[config.mk]
export PLATFORM = sky130hd
export DESIGN_NAME = imem_fetch_sequencer_flat
export DESIGN_NICKNAME = d
export VERILOG_FILES = /design/src/rtl/imem_fetch_if.sv /design/src/rtl/imem_fetch_sequencer.sv /design/src/flat_wrapper.sv
export SDC_FILE = /design/constraint.sdc
export NUM_CORES = 1
export LEC_CHECK = 0
export CAP_MARGIN = 20
export CORE_ASPECT_RATIO = 0.8
export CORE_MARGIN = 3
export CORE_UTILIZATION = 50
export DETAILED_ROUTE_END_ITERATION = 12
export GPL_TIMING_DRIVEN = 0
export PLACE_DENSITY = 0.73
export SLEW_MARGIN = 15
export SYNTH_ARGS = -nofsm -noshare
export SYNTH_HDL_FRONTEND = slang
export SYNTH_SLANG_ARGS = --single-unit
[constraint.sdc]
create_clock -name clk -period 4.2 [get_ports clk]
set_input_delay 0.84 -clock clk [delete_from_list [all_inputs] [get_ports clk]]
set_output_delay 0.84 -clock clk [all_outputs]
set_load 0.01 [all_outputs]
[src/rtl/imem_fetch_if.sv]
// Bundle between the fetch sequencer, the byte-wide instruction memory and the core.
// The sequencer takes the master side; the memory/core environment takes the slave side.
interface imem_fetch_if #(
  parameter int ADDR_W = 10
);
  logic              fetch_en;
  logic              redirect_valid;
  logic [31:0]       redirect_pc;
  logic              mem_rd_en;
  logic [ADDR_W-1:0] mem_addr;
  logic [7:0]        mem_rdata;
  logic              out_valid;
  logic              out_ready;
  logic [31:0]       out_instr;
  logic [31:0]       out_pc;
  logic              busy;

  modport master (
    input  fetch_en, redirect_valid, redirect_pc, mem_rdata, out_ready,
    output mem_rd_en, mem_addr, out_valid, out_instr, out_pc, busy
  );

  modport slave (
    output fetch_en, redirect_valid, redirect_pc, mem_rdata, out_ready,
    input  mem_rd_en, mem_addr, out_valid, out_instr, out_pc, busy
  );
endinterface

[src/rtl/imem_fetch_sequencer.sv]
// Fetches four bytes per instruction from a byte-wide memory, assembles them big-endian
// and queues the words for the core; a redirect flushes everything and reloads the PC.
module imem_fetch_sequencer #(
  parameter int          ADDR_W     = 10,
  parameter logic [31:0] RESET_PC   = 32'h0,
  parameter int          FIFO_DEPTH = 2
) (
  input logic          clk,
  input logic          rst_n,
  imem_fetch_if.master bus
);
  localparam int CW = $clog2(FIFO_DEPTH + 2) + 1;
  localparam int PW = (FIFO_DEPTH > 1) ? $clog2(FIFO_DEPTH) : 1;

  typedef enum logic {IDLE, ISSUE} state_e;

  state_e                       state_q, state_d;
  logic [1:0]                   k_q, k_d;
  logic [31:0]                  fetch_pc_q, fetch_pc_d;
  logic                         mem_rd_en_q, mem_rd_en_d;
  logic [ADDR_W-1:0]            mem_addr_q, mem_addr_d;
  logic                         rvld_q, rvld_d;
  logic                         rlast_q, rlast_d;
  logic [31:0]                  rpc_q, rpc_d;
  logic [23:0]                  asm_q, asm_d;
  logic [FIFO_DEPTH-1:0][31:0]  fifo_instr_q, fifo_instr_d;
  logic [FIFO_DEPTH-1:0][31:0]  fifo_pc_q, fifo_pc_d;
  logic [PW-1:0]                rd_ptr_q, rd_ptr_d;
  logic [PW-1:0]                wr_ptr_q, wr_ptr_d;
  logic [CW-1:0]                count_q, count_d;
  logic [CW-1:0]                infl_q, infl_d;

  logic        credit, start, push_w, pop_w;
  logic [31:0] word_w;

  function automatic logic [PW-1:0] ptr_inc(input logic [PW-1:0] p);
    return (p == PW'(FIFO_DEPTH - 1)) ? '0 : p + PW'(1);
  endfunction

  // Words already issued but not yet pushed reserve FIFO slots, so a push never finds it full.
  always_comb begin
    credit     = (count_q + infl_q) < CW'(FIFO_DEPTH);
    state_d    = state_q;
    k_d        = k_q;
    fetch_pc_d = fetch_pc_q;
    start      = 1'b0;
    if (bus.redirect_valid) begin
      fetch_pc_d = bus.redirect_pc & ~32'd3;
      k_d        = 2'd0;
      state_d    = bus.fetch_en ? ISSUE : IDLE;
    end else begin
      case (state_q)
        IDLE: begin
          if (bus.fetch_en && credit) begin
            state_d = ISSUE;
            k_d     = 2'd0;
            start   = 1'b1;
          end
        end
        ISSUE: begin
          if (k_q == 2'd3) begin
            fetch_pc_d = fetch_pc_q + 32'd4;
            k_d        = 2'd0;
            if (bus.fetch_en && credit) start = 1'b1;
            else                        state_d = IDLE;
          end else begin
            k_d = k_q + 2'd1;
          end
        end
      endcase
    end
    mem_rd_en_d = (state_d == ISSUE);
    mem_addr_d  = mem_rd_en_d ? fetch_pc_d[ADDR_W-1:0] + ADDR_W'(k_d) : mem_addr_q;
  end

  // Return path: a byte arrives one cycle after its strobe; redirect kills whatever is in flight.
  always_comb begin
    rvld_d  = mem_rd_en_q & ~bus.redirect_valid;
    rlast_d = (k_q == 2'd3);
    rpc_d   = fetch_pc_q;
    asm_d   = rvld_q ? {asm_q[15:0], bus.mem_rdata} : asm_q;
    word_w  = {asm_q, bus.mem_rdata};
    push_w  = rvld_q & rlast_q & ~bus.redirect_valid;
    pop_w   = bus.out_valid & bus.out_ready;
  end

  always_comb begin
    fifo_instr_d = fifo_instr_q;
    fifo_pc_d    = fifo_pc_q;
    rd_ptr_d     = rd_ptr_q;
    wr_ptr_d     = wr_ptr_q;
    count_d      = count_q;
    if (bus.redirect_valid) begin
      rd_ptr_d = '0;
      wr_ptr_d = '0;
      count_d  = '0;
      infl_d   = CW'(bus.fetch_en);
    end else begin
      if (push_w) begin
        fifo_instr_d[wr_ptr_q] = word_w;
        fifo_pc_d[wr_ptr_q]    = rpc_q;
        wr_ptr_d               = ptr_inc(wr_ptr_q);
      end
      if (pop_w) rd_ptr_d = ptr_inc(rd_ptr_q);
      count_d = count_q + CW'(push_w) - CW'(pop_w);
      infl_d  = infl_q + CW'(start) - CW'(push_w);
    end
  end

  always_ff @(posedge clk) begin
    if (!rst_n) begin
      state_q      <= IDLE;
      k_q          <= '0;
      fetch_pc_q   <= RESET_PC & ~32'd3;
      mem_rd_en_q  <= 1'b0;
      mem_addr_q   <= '0;
      rvld_q       <= 1'b0;
      rlast_q      <= 1'b0;
      rpc_q        <= '0;
      asm_q        <= '0;
      fifo_instr_q <= '0;
      fifo_pc_q    <= '0;
      rd_ptr_q     <= '0;
      wr_ptr_q     <= '0;
      count_q      <= '0;
      infl_q       <= '0;
    end else begin
      state_q      <= state_d;
      k_q          <= k_d;
      fetch_pc_q   <= fetch_pc_d;
      mem_rd_en_q  <= mem_rd_en_d;
      mem_addr_q   <= mem_addr_d;
      rvld_q       <= rvld_d;
      rlast_q      <= rlast_d;
      rpc_q        <= rpc_d;
      asm_q        <= asm_d;
      fifo_instr_q <= fifo_instr_d;
      fifo_pc_q    <= fifo_pc_d;
      rd_ptr_q     <= rd_ptr_d;
      wr_ptr_q     <= wr_ptr_d;
      count_q      <= count_d;
      infl_q       <= infl_d;
    end
  end

  assign bus.mem_rd_en = mem_rd_en_q;
  assign bus.mem_addr  = mem_addr_q;
  assign bus.out_valid = (count_q != '0) & ~bus.redirect_valid;
  assign bus.out_instr = fifo_instr_q[rd_ptr_q];
  assign bus.out_pc    = fifo_pc_q[rd_ptr_q];
  assign bus.busy      = (state_q == ISSUE) | rvld_q;
endmodule

[src/flat_wrapper.sv]
// flat-port wrapper written by rule: the top's interface ports become plain ports
module imem_fetch_sequencer_flat 
#(
  parameter int          ADDR_W     = 10,
  parameter logic [31:0] RESET_PC   = 32'h0,
  parameter int          FIFO_DEPTH = 2
)
  (clk, rst_n, bus_fetch_en, bus_redirect_valid, bus_redirect_pc, bus_mem_rdata, bus_out_ready, bus_mem_rd_en, bus_mem_addr, bus_out_valid, bus_out_instr, bus_out_pc, bus_busy);
  imem_fetch_if #(.ADDR_W(ADDR_W)) bus_i ();
  input logic clk;
  input logic rst_n;
  input wire logic [$bits(bus_i.fetch_en)-1:0] bus_fetch_en;
  input wire logic [$bits(bus_i.redirect_valid)-1:0] bus_redirect_valid;
  input wire logic [$bits(bus_i.redirect_pc)-1:0] bus_redirect_pc;
  input wire logic [$bits(bus_i.mem_rdata)-1:0] bus_mem_rdata;
  input wire logic [$bits(bus_i.out_ready)-1:0] bus_out_ready;
  output wire logic [$bits(bus_i.mem_rd_en)-1:0] bus_mem_rd_en;
  output wire logic [$bits(bus_i.mem_addr)-1:0] bus_mem_addr;
  output wire logic [$bits(bus_i.out_valid)-1:0] bus_out_valid;
  output wire logic [$bits(bus_i.out_instr)-1:0] bus_out_instr;
  output wire logic [$bits(bus_i.out_pc)-1:0] bus_out_pc;
  output wire logic [$bits(bus_i.busy)-1:0] bus_busy;
  assign bus_i.fetch_en = bus_fetch_en;
  assign bus_i.redirect_valid = bus_redirect_valid;
  assign bus_i.redirect_pc = bus_redirect_pc;
  assign bus_i.mem_rdata = bus_mem_rdata;
  assign bus_i.out_ready = bus_out_ready;
  assign bus_mem_rd_en = bus_i.mem_rd_en;
  assign bus_mem_addr = bus_i.mem_addr;
  assign bus_out_valid = bus_i.out_valid;
  assign bus_out_instr = bus_i.out_instr;
  assign bus_out_pc = bus_i.out_pc;
  assign bus_busy = bus_i.busy;
  imem_fetch_sequencer #(.ADDR_W(ADDR_W), .RESET_PC(RESET_PC), .FIFO_DEPTH(FIFO_DEPTH)) u_core (.clk(clk), .rst_n(rst_n), .bus(bus_i));
endmodule
======== Word level (Yosys, flattened, before mapping) ========
Index checks and enable logic that the tools add are counted.
word-level totals
  output and inout bits ................... 77
  input port bits ......................... 45
  register bits ........................... 239
operators by class
  $add $sub $neg .......................... 10
  bitwise operators ....................... 9
  order comparisons ....................... 4
  equal/unequal tests ..................... 1
  multiplexer cells ....................... 26
  reductions and logical operators ........ 8
operator list
  operator                                                                      count
  32-bit two-way mux                                                            8
  64-bit bitwise mux                                                            2
  32-bit by 3-bit adder with 32-bit output, second input constant               1
  32-bit demux with 1-bit select                                                1
  10-bit by 2-bit adder with 10-bit output                                      1
  1-bit two-way mux                                                             9
  3-bit by 1-bit adder with 3-bit output                                        2
  2-bit two-way mux                                                             3
  3-bit by 1-bit subtractor with 3-bit output                                   2
  1-bit AND                                                                     5
  1-bit by 2-bit less-than comparator with 1-bit output, second input constant  2
  1-bit case mux with 2 select lines                                            2
  2-bit case mux with 2 select lines                                            1
  2-bit AND reduction                                                           2
  2-bit nonzero test                                                            2
  3-bit adder                                                                   1
  3-bit by 2-bit less-than comparator with 1-bit output, second input constant  1
  1-bit inverter                                                                3
  3-bit nonzero test                                                            1
  1-bit adder, second input constant                                            2
  2-bit by 1-bit adder with 2-bit output, second input constant                 1
  2-bit equality test, second input constant                                    1
  1-bit logical AND                                                             2
  2-bit OR reduction                                                            1
  other kinds (2)                                                               2

======== Longest topological paths before layout ========
Gate-level depths: netlist (run 1).
  word-level depth ........................ 10
  mapped depth ............................ 13
  depth with buffers taken out ............ 13

======== Least setup slack after synthesis (run 1) ========
Ideal clock, no wire load.
  path type ............................... input to register
  start point ............................. input bus_redirect_valid
  end point ............................... register u_core.mem_addr_q[8], in the netlist u_core.bus.mem_addr[8]
  setup slack ............................. 1.235 ns
  data arrival time ....................... 2.845 ns
  setup time .............................. 0.119 ns
  stages on the path ...................... 11
  path buffers ............................ 4
  cells stage by stage .................... buf_2 > buf_6 > clkbuf_8 > clkbuf_1 > nor2b_1 > ha_1 > fa_1 > and4bb_1 > nor3b_1 > xnor2_1 > a21oi_1
between the ends
  cells in the longest elaborated chain, start to end .. 2
RTL lines
  element                                   RTL line                     source
  start: declaration                        flat_wrapper.sv:13           input wire logic [$bits(bus_i.redirect_valid)-1:0] bus_redirect_valid;
  32-bit two-way mux                        imem_fetch_sequencer.sv:47   if (bus.redirect_valid) begin
  via u_core.fetch_pc_d[0]                  imem_fetch_sequencer.sv:19   logic [31:0] fetch_pc_q, fetch_pc_d;
  10-bit by 2-bit adder with 10-bit output  imem_fetch_sequencer.sv:73   mem_addr_d = mem_rd_en_d ? fetch_pc_d[ADDR_W-1:0] + ADDR_W'(k_d) : mem_addr_q;
  end signal: assignment                    imem_fetch_sequencer.sv:132  mem_addr_q <= mem_addr_d;
  end: declaration                          imem_fetch_sequencer.sv:21   logic [ADDR_W-1:0] mem_addr_q, mem_addr_d;
The timed path passes the listed nets, and every way through them passes these cells.
A chain may end at the register's enable or synchronous reset.

======== Worst setup path in the final report (run 1) ========
  start point ............................. register u_core.rd_ptr_q
  end point ............................... output bus_out_pc[14]
between the ends
  cells in the longest elaborated chain, start to end .. 2
RTL lines
  element                                                 RTL line                     source
  start: declaration                                      imem_fetch_sequencer.sv:28   logic [PW-1:0] rd_ptr_q, rd_ptr_d;
  start signal: assignment                                imem_fetch_sequencer.sv:139  rd_ptr_q <= rd_ptr_d;
  32-bit two-way mux (not written as such) (2 in series)  imem_fetch_sequencer.sv:150  assign bus.out_pc = fifo_pc_q[rd_ptr_q];
  end: declaration                                        flat_wrapper.sv:21           output wire logic [$bits(bus_i.out_pc)-1:0] bus_out_pc;
Every way passes these cells. The select of a mux whose other input is x is not followed.

==> flow_metrics.tcl, run 1 <==
set metrics [dict create \
    crit_buf_inv 3 \
    placed_area_mm2 0.0114 \
    coreArea_mm2 0.0192 \
    fin_ws_ns 0.443 \
    synthArstFlopShare 0 \
    hpwl_mm 18.3 \
    reg2reg_setup_slack_ns 1.04 \
    fin_crit_sh 0.895 \
    tightestPinTransition_ns 0.934 \
    setup_viol 0 \
    ys_seq_area_frac 0.483 \
    ant_nets 0 \
    finalMaxSlewViolations 0 \
    cts_sinks 239 \
    n_antenna_cell 0 \
    critPathRequiredTime_ns 3.36 \
    clk_path_buf_depth 3 \
    end_kind "primary output" \
    fmax_mhz 266 \
    crit_chain "clkbuf_1 > clkbuf_1 > mux2_2 > clkdlybuf4s50_1" \
    grt_pass1_vias 7917 \
    reg2reg_depth 13 \
    insertion_delay_ns 0.51 \
    yosys-top-cells-area "dfxtp_1 48%, nand2_1 11%, a21oi_1 7.8%, mux2_2 7.3%, mux2i_1 2.9%" \
    cts_root_buf "clkbuf_16" \
    critPathMaxStageDelay_ns 0.60 \
    grt_pass1_wl_mm 41.1 \
    cts_buffers 24 \
    fin_area_mm2 0.0122 \
    drc 0 \
    setup_tns_ns 0 \
    synth_edf_count 0 \
    worstPathArrival_ns 2.92 \
    cp_max_fo 10 \
    crit_start "u_core.rd_ptr_q" \
    instances_no_fill 1553 \
    antenna_found_initial 0 \
    synthDistinctLibCells 60 \
    crit_path_frequent_cell "clkbuf_1" \
    yosys_warnings 0 \
    fin_skew_ns 0.00975 \
    dieHeight_um 132 \
    p_leak_nw 4.35 \
    peakVddDrop_uv 219 \
    crit_family "buffers and inverters" \
    wl_per_cell_um 16.6 \
    ctsHoldBuffers 0 \
    cts_resized 0 \
    cts_tree "done" \
    yosysTopAreaCell "dfxtp_1" \
    avgSynthCellArea_um2 8.72 \
    hold_viol_final 0 \
    gp_congestion 0.880 \
    num-fill-cells 1633 \
    hp-class "register to register" \
    num_vias 8279 \
    areaGrowthSynthToFinish_pct 23.0 \
    die_w_um 163 \
    drt_iter0_drc 586 \
    grt_util_all_layers 0.234 \
    syn_inst 1135 \
    final_util 0.634 \
    hold_depth 2 \
    cp.depth 4 \
    fin_crit_ns 3.76 \
    drive_above_1_share 0.102 \
    initial_core_util 0.516 \
    yosysTopAreaCellShare 0.483 \
    dp_slack_ns 0.207 \
    first_pass_iters 5 \
    synth-main-ff-cell "dfxtp_1" \
    postCtsSetupBuffers 0 \
    status "finished clean" \
    gr-total-overflow 0 \
    syn-num-nets 1192 \
    r2r-end "u_core.bus.mem_addr[9]" \
    htreeDepth 1 \
    start_kind "register" \
    grt_max_degree 15 \
    ys_seq_elements 239 \
    powerDensity_mw_per_mm2 385 \
    die_area_mm2 0.0215 \
    slowest_stage "clkbuf_1" \
    dp_cells 1512 \
    drt_wl_total_mm 25.8 \
    rr_startpoint "u_core.count_q[1]" \
    cts.clk_slew.worst_paths_ns 0.06 \
    portBuffers 119 \
    cp-endpoint "bus_out_pc[14]" \
    viasPerCell 5.33 \
    crit_type "register to primary output" \
    drv_cap 0 \
    slew_headroom 0.375 \
    ios 122 \
    synth_area_mm2 0.00990 \
    fin_nets 1337 \
    rsz0062_at_grt "false" \
    fp-row-count 45 \
]
## registers in the layout (all words and copies together) (netlist names)
signal and count:
u_core.fifo_instr_q 64, u_core.fifo_pc_q 64, u_core.fetch_pc_q 32, u_core.count_q 3, u_core.asm_q 24, u_core.rlast_q 1, u_core.k_q 2, u_core.bus.mem_addr 10
u_core.state_q 1, u_core.infl_q 3, u_core.wr_ptr_q 1, u_core.rd_ptr_q 1, u_core.rpc_q 32, u_core.rvld_q 1
## stage by stage
| step | hold slack, ns | power [W] |
|---|---|---|
| detailed placement | 0.440 | 0.00267 |
| finish | 0.448 | 0.00469 |
| global placement | 0.436 | 0.00266 |
| floorplan | 0.432 | 0.00254 |
| global route | 0.451 | 0.00483 |
| CTS | 0.448 | 0.00471 |
## cells in the final DEF (no fill, tap or decap), drive strengths merged, types with 5 or more instances in the layout
master / n
clkbuf: 94
nor2: 66
xnor2: 28
nand2b: 6
buf: 16
nand2: 277
mux2i: 29
nand3: 15
clkinv: 7
xor2: 11
a21oi: 154
nand4: 6
and2: 37
inv: 19
and3: 14
nor3: 5
mux2: 64
o21ai: 25
ha: 8
clkdlybuf4s50: 119
dfxtp: 239
## synthesized netlist by cell type, drive strengths merged, types with 2 or more instances
master,instances
a211oi,4
a21boi,2
a21oi,154
a311oi,2
a31oi,4
and2,37
and3,14
and4,3
and4bb,2
buf,16
clkbuf,60
dfxtp,239
fa,4
ha,8
inv,19
mux2,64
mux2i,29
nand2,277
nand2b,6
nand3,15
nand3b,2
nand4,6
nor2,66
nor2b,4
nor3,5
nor3b,3
nor4,4
o211ai,2
o21ai,25
o21ba,2
o22ai,3
o311ai,2
o31ai,4
or3,2
xnor2,28
xor2,11
## logic make-up (layout without fill, tap and decap cells)
group | count (synthesis) | count (layout) | synth area share
AO/OA/AOI/OAI | 206 | 206 | 0.114
AND/OR/NAND/NOR | 450 | 450 | 0.205
XOR/XNOR | 39 | 39 | 0.0345
adder cells (fa/ha/maj) | 12 | 12 | 0.0182
multiplexers | 93 | 93 | 0.102
buffers and inverters | 96 | 256 | 0.0428
flip-flops | 239 | 239 | 0.483
## worst register-to-register path, cell delays in order, from the launching register on
cell and delay [ns]:
dfxtp_1 0.42, inv_1 0.08, fa_1 0.40, xnor2_1 0.17, xnor2_1 0.13, nand3_1 0.18, a31oi_1 0.29, nor2_1 0.12
ha_1 0.32, a21oi_1 0.09, nor4_2 0.35, and4bb_1 0.28, xnor2_1 0.13, a21oi_1 0.09
## power breakdown
part | switching, W | internal, W | total (W)
registers | 0.0000406 | 0.00231 | 0.00235
logic | 0.000150 | 0.000121 | 0.000271
clock network | 0.000853 | 0.00121 | 0.00207
total | 0.00104 | 0.00365 | 0.00469
## layout make-up
class                           count  area, um2  share of cell area
Clock inverter                      7       60.1             0.00493
Clock buffer                       34        699              0.0575
Tap cell                          258        323              0.0265
Sequential cell                   239       4780               0.393
Timing Repair Buffer              119       1190              0.0978
Inverter                           20       75.1             0.00617
Buffer                             76        349              0.0287
Multi-Input combinational cell    800       4690               0.385
## routing by layer
metal,wire (um),global-route usage
met5,0,0
met4,470,0.0451
met3,1510,0.0374
met2,11400,0.364
met1,12400,0.345
## worst min path at each step
stage,from,endpoint,slack (ns)
2_1_floorplan,u_core.rpc_q[0],u_core.fifo_pc_q[0],0.43
3_3_place_gp,u_core.rpc_q[8],u_core.fifo_pc_q[8],0.44
3_5_place_dp,u_core.rpc_q[20],u_core.fifo_pc_q[20],0.44
4_1_cts,u_core.rpc_q[14],u_core.fifo_pc_q[46],0.45
5_1_grt,u_core.rpc_q[14],u_core.fifo_pc_q[46],0.45
6_report,u_core.rpc_q[14],u_core.fifo_pc_q[46],0.45
Power figures use the tool's default switching activity.
==> inputs of run 2 (changes only) <==
- ABC_AREA: not set -> 1
- HOLD_SLACK_MARGIN: not set -> 0.12
==> run 2 against run 1 <==
Count of clock-buffer cells in the layout is 3 lower; die area is 3.5% higher; first-iteration DRC count is 86% higher; register-to-register slack better by 0.36 ns; synthesized cell count is 26% higher; clock skew is 0.0015 ns higher; synthesized area is 3.6% higher; clock power is 2% higher; routed wire length is 13% higher; largest power group unchanged; sequential share of layout area is 1.2 points lower.
==> flow_metrics.tcl, run 2 <==
set metrics [dict create \
    status "finished clean" \
    slew_headroom 0.560 \
    gp_congestion 0.983 \
    r2r-end "u_core.bus.mem_addr[6]" \
    layout_commonest_cell "nand2_1" \
    drv_cap 0 \
    slowest_stage "clkdlybuf4s50_1" \
    ant_nets 0 \
    cts_sinks 239 \
    syn_inst 1434 \
    gr-total-overflow 0 \
    crit_family "buffers and inverters" \
    grt_max_degree 15 \
    critPathMaxStageDelay_ns 0.57 \
    wl_per_cell_um 15.7 \
    worstHoldEndpoint "u_core.fifo_instr_q[45]" \
    finalMaxSlewViolations 0 \
    antenna_found_initial 0 \
    cts.clk_slew.worst_paths_ns 0.06 \
    fp-row-count 46 \
    synth_xor_area_frac 0.0128 \
    synth-simple-area-share 0.241 \
    fin_skew_ns 0.0113 \
    cts_root_buf "clkbuf_16" \
    initial_core_util 0.514 \
    areaGrowthSynthToFinish_pct 22.5 \
    tightestPinTransition_ns 0.660 \
    synth_area_mm2 0.0103 \
    reg_top3 "u_core.fifo_instr_q x64, u_core.fifo_pc_q x64" \
    insertion_delay_ns 0.52 \
    avgSynthCellArea_um2 7.15 \
    synthTopCellsByCount "240 x nand2_1, 239 x dfxtp_1, 234 x o21ai_0, 226 x nor2_1, 164 x inv_1" \
    synth_top_family_by_area "simple AND/OR/NAND/NOR gates" \
    htreeDepth 1 \
    cts_resized 0 \
    crit_buf_inv 5 \
    drt_iter0_drc 1089 \
    synthMuxAreaShare 0 \
    reg2reg_depth 16 \
    reg2reg_setup_slack_ns 1.40 \
    grt_pass1_vias 8886 \
    final_util 0.629 \
    grt_util_all_layers 0.255 \
    ys_seq_area_frac 0.466 \
    fmax_mhz 257 \
    cts_tree "done" \
    setup_tns_ns 0 \
    die_w_um 166 \
    first_pass_iters 6 \
    fin_nets 1636 \
    syn-num-nets 1491 \
    fin_area_mm2 0.0126 \
    synthArstFlopShare 0 \
    rr_startpoint "u_core.count_q[1]" \
    grt_pass1_wl_mm 47.1 \
    yosysTopAreaCell "dfxtp_1" \
    crit_chain "inv_1 > clkbuf_1 > buf_2 > clkbuf_1 > nand2_1 > o21ai_0 > clkdlybuf4s50_1" \
    crit_path_frequent_cell "clkbuf_1" \
    hpwl_mm 21.4 \
    yosysTopAreaCellShare 0.466 \
    final_cell_mix "240 x nand2_1, 239 x dfxtp_1, 234 x o21ai_0, 226 x nor2_1, 164 x inv_1" \
    synth-adder-area-share 0.0176 \
    cts_buffers 24 \
    drc 0 \
    hold_depth 2 \
    synth-main-ff-cell "dfxtp_1" \
    worstHoldStart "u_core.fifo_instr_q[45]" \
    ios 122 \
    clk_path_buf_depth 3 \
    ctsHoldBuffers 0 \
    peakVddDrop_uv 215 \
    viasPerCell 5.20 \
    cp_max_fo 10 \
    end_kind "primary output" \
    num_vias 9664 \
    drive_above_1_share 0.0571 \
    synth_edf_count 0 \
    postCtsSetupBuffers 0 \
    setup_viol 0 \
    fin_crit_ns 3.89 \
    placed_area_mm2 0.0118 \
    worstPathArrival_ns 3.05 \
    drt_wl_total_mm 29.1 \
    ys_seq_elements 239 \
    start_kind "register" \
    synthDistinctLibCells 42 \
    coreArea_mm2 0.0200 \
    dieHeight_um 134 \
    portBuffers 119 \
    synth_compound_area_frac 0.168 \
    hold_viol_final 0 \
    hp-class "register to register" \
    power_w 0.00477 \
    num-fill-cells 1792 \
    yosys-top-cells-area "dfxtp_1 47%, o21ai_0 11%, nand2_1 8.8%, nor2_1 8.3%, inv_1 6.0%" \
    die_area_mm2 0.0223 \
    yosys_warnings 0 \
    critPathRequiredTime_ns 3.36 \
    fin_crit_sh 0.927 \
    p_leak_nw 5.23 \
    n_antenna_cell 0 \
    rsz0062_at_grt "false" \
    crit_type "register to primary output" \
    yosysMostFrequentCell "nand2_1" \
    powerDensity_mw_per_mm2 379 \
]
==> run 2: layer usage <==
metal  GRT usage  vias up  part of all wire
met5           0        -                 0
met4      0.0513        0             0.017
met3      0.0460       38             0.080
met2       0.369      381              0.41
met1       0.398     4388              0.49
li1            -     4857                 -
==> run 2: stage by stage <==
stage          cells  setup WS, ns  hold slack, ns
2_1_floorplan   1434          1.48           0.420
3_3_place_gp    1817         0.165           0.433
3_5_place_dp    1817         0.163           0.438
4_1_cts         1858         0.340           0.448
5_1_grt         1858         0.249           0.464
6_report        1858         0.307           0.445
==> run 2: cell type report <==
class | count | area [um2] | area share
Inverter | 170 | 638 | 0.0508
Tap cell | 264 | 330 | 0.0263
Clock inverter | 10 | 119 | 0.00946
Buffer | 78 | 320 | 0.0255
Timing Repair Buffer | 119 | 1190 | 0.0948
Multi-Input combinational cell | 947 | 4520 | 0.359
Sequential cell | 239 | 4780 | 0.381
Clock buffer | 31 | 667 | 0.0531
==> run 2: logic make-up (layout without fill, tap and decap cells) <==
family / after synthesis / in the layout
compound gates: 338 / 338
buf+inv: 248 / 408
xor+xnor: 15 / 15
fa+ha+maj: 12 / 12
flops: 239 / 239
simple gates: 582 / 582
==> run 2: power by group <==
| part | leakage [nW] | switching (W) | internal (W) |
|---|---|---|---|
| combinational | 2.92 | 0.000163 | 0.000109 |
| clock | 0.379 | 0.000880 | 0.00124 |
| sequential | 1.94 | 0.0000553 | 0.00232 |
==> run 2: worst max-delay path by stage <==
stage	start	endpoint	slack, ns	depth (start not counted)
2_1_floorplan	bus_redirect_valid	u_core.count_q[2]	1.48	11
3_3_place_gp	bus_redirect_valid	u_core.bus.mem_addr[6]	0.17	13
3_5_place_dp	bus_redirect_valid	u_core.bus.mem_addr[6]	0.16	13
4_1_cts	u_core.rd_ptr_q	bus_out_instr[25]	0.34	7
5_1_grt	u_core.rd_ptr_q	bus_out_instr[24]	0.25	7
6_report	u_core.rd_ptr_q	bus_out_instr[25]	0.31	7
==> run 2: tightest hold or removal path, cell delays in order (launching register included) <==
cell     delay (ns)
dfxtp_1        0.29
inv_1          0.05
a21oi_1        0.05
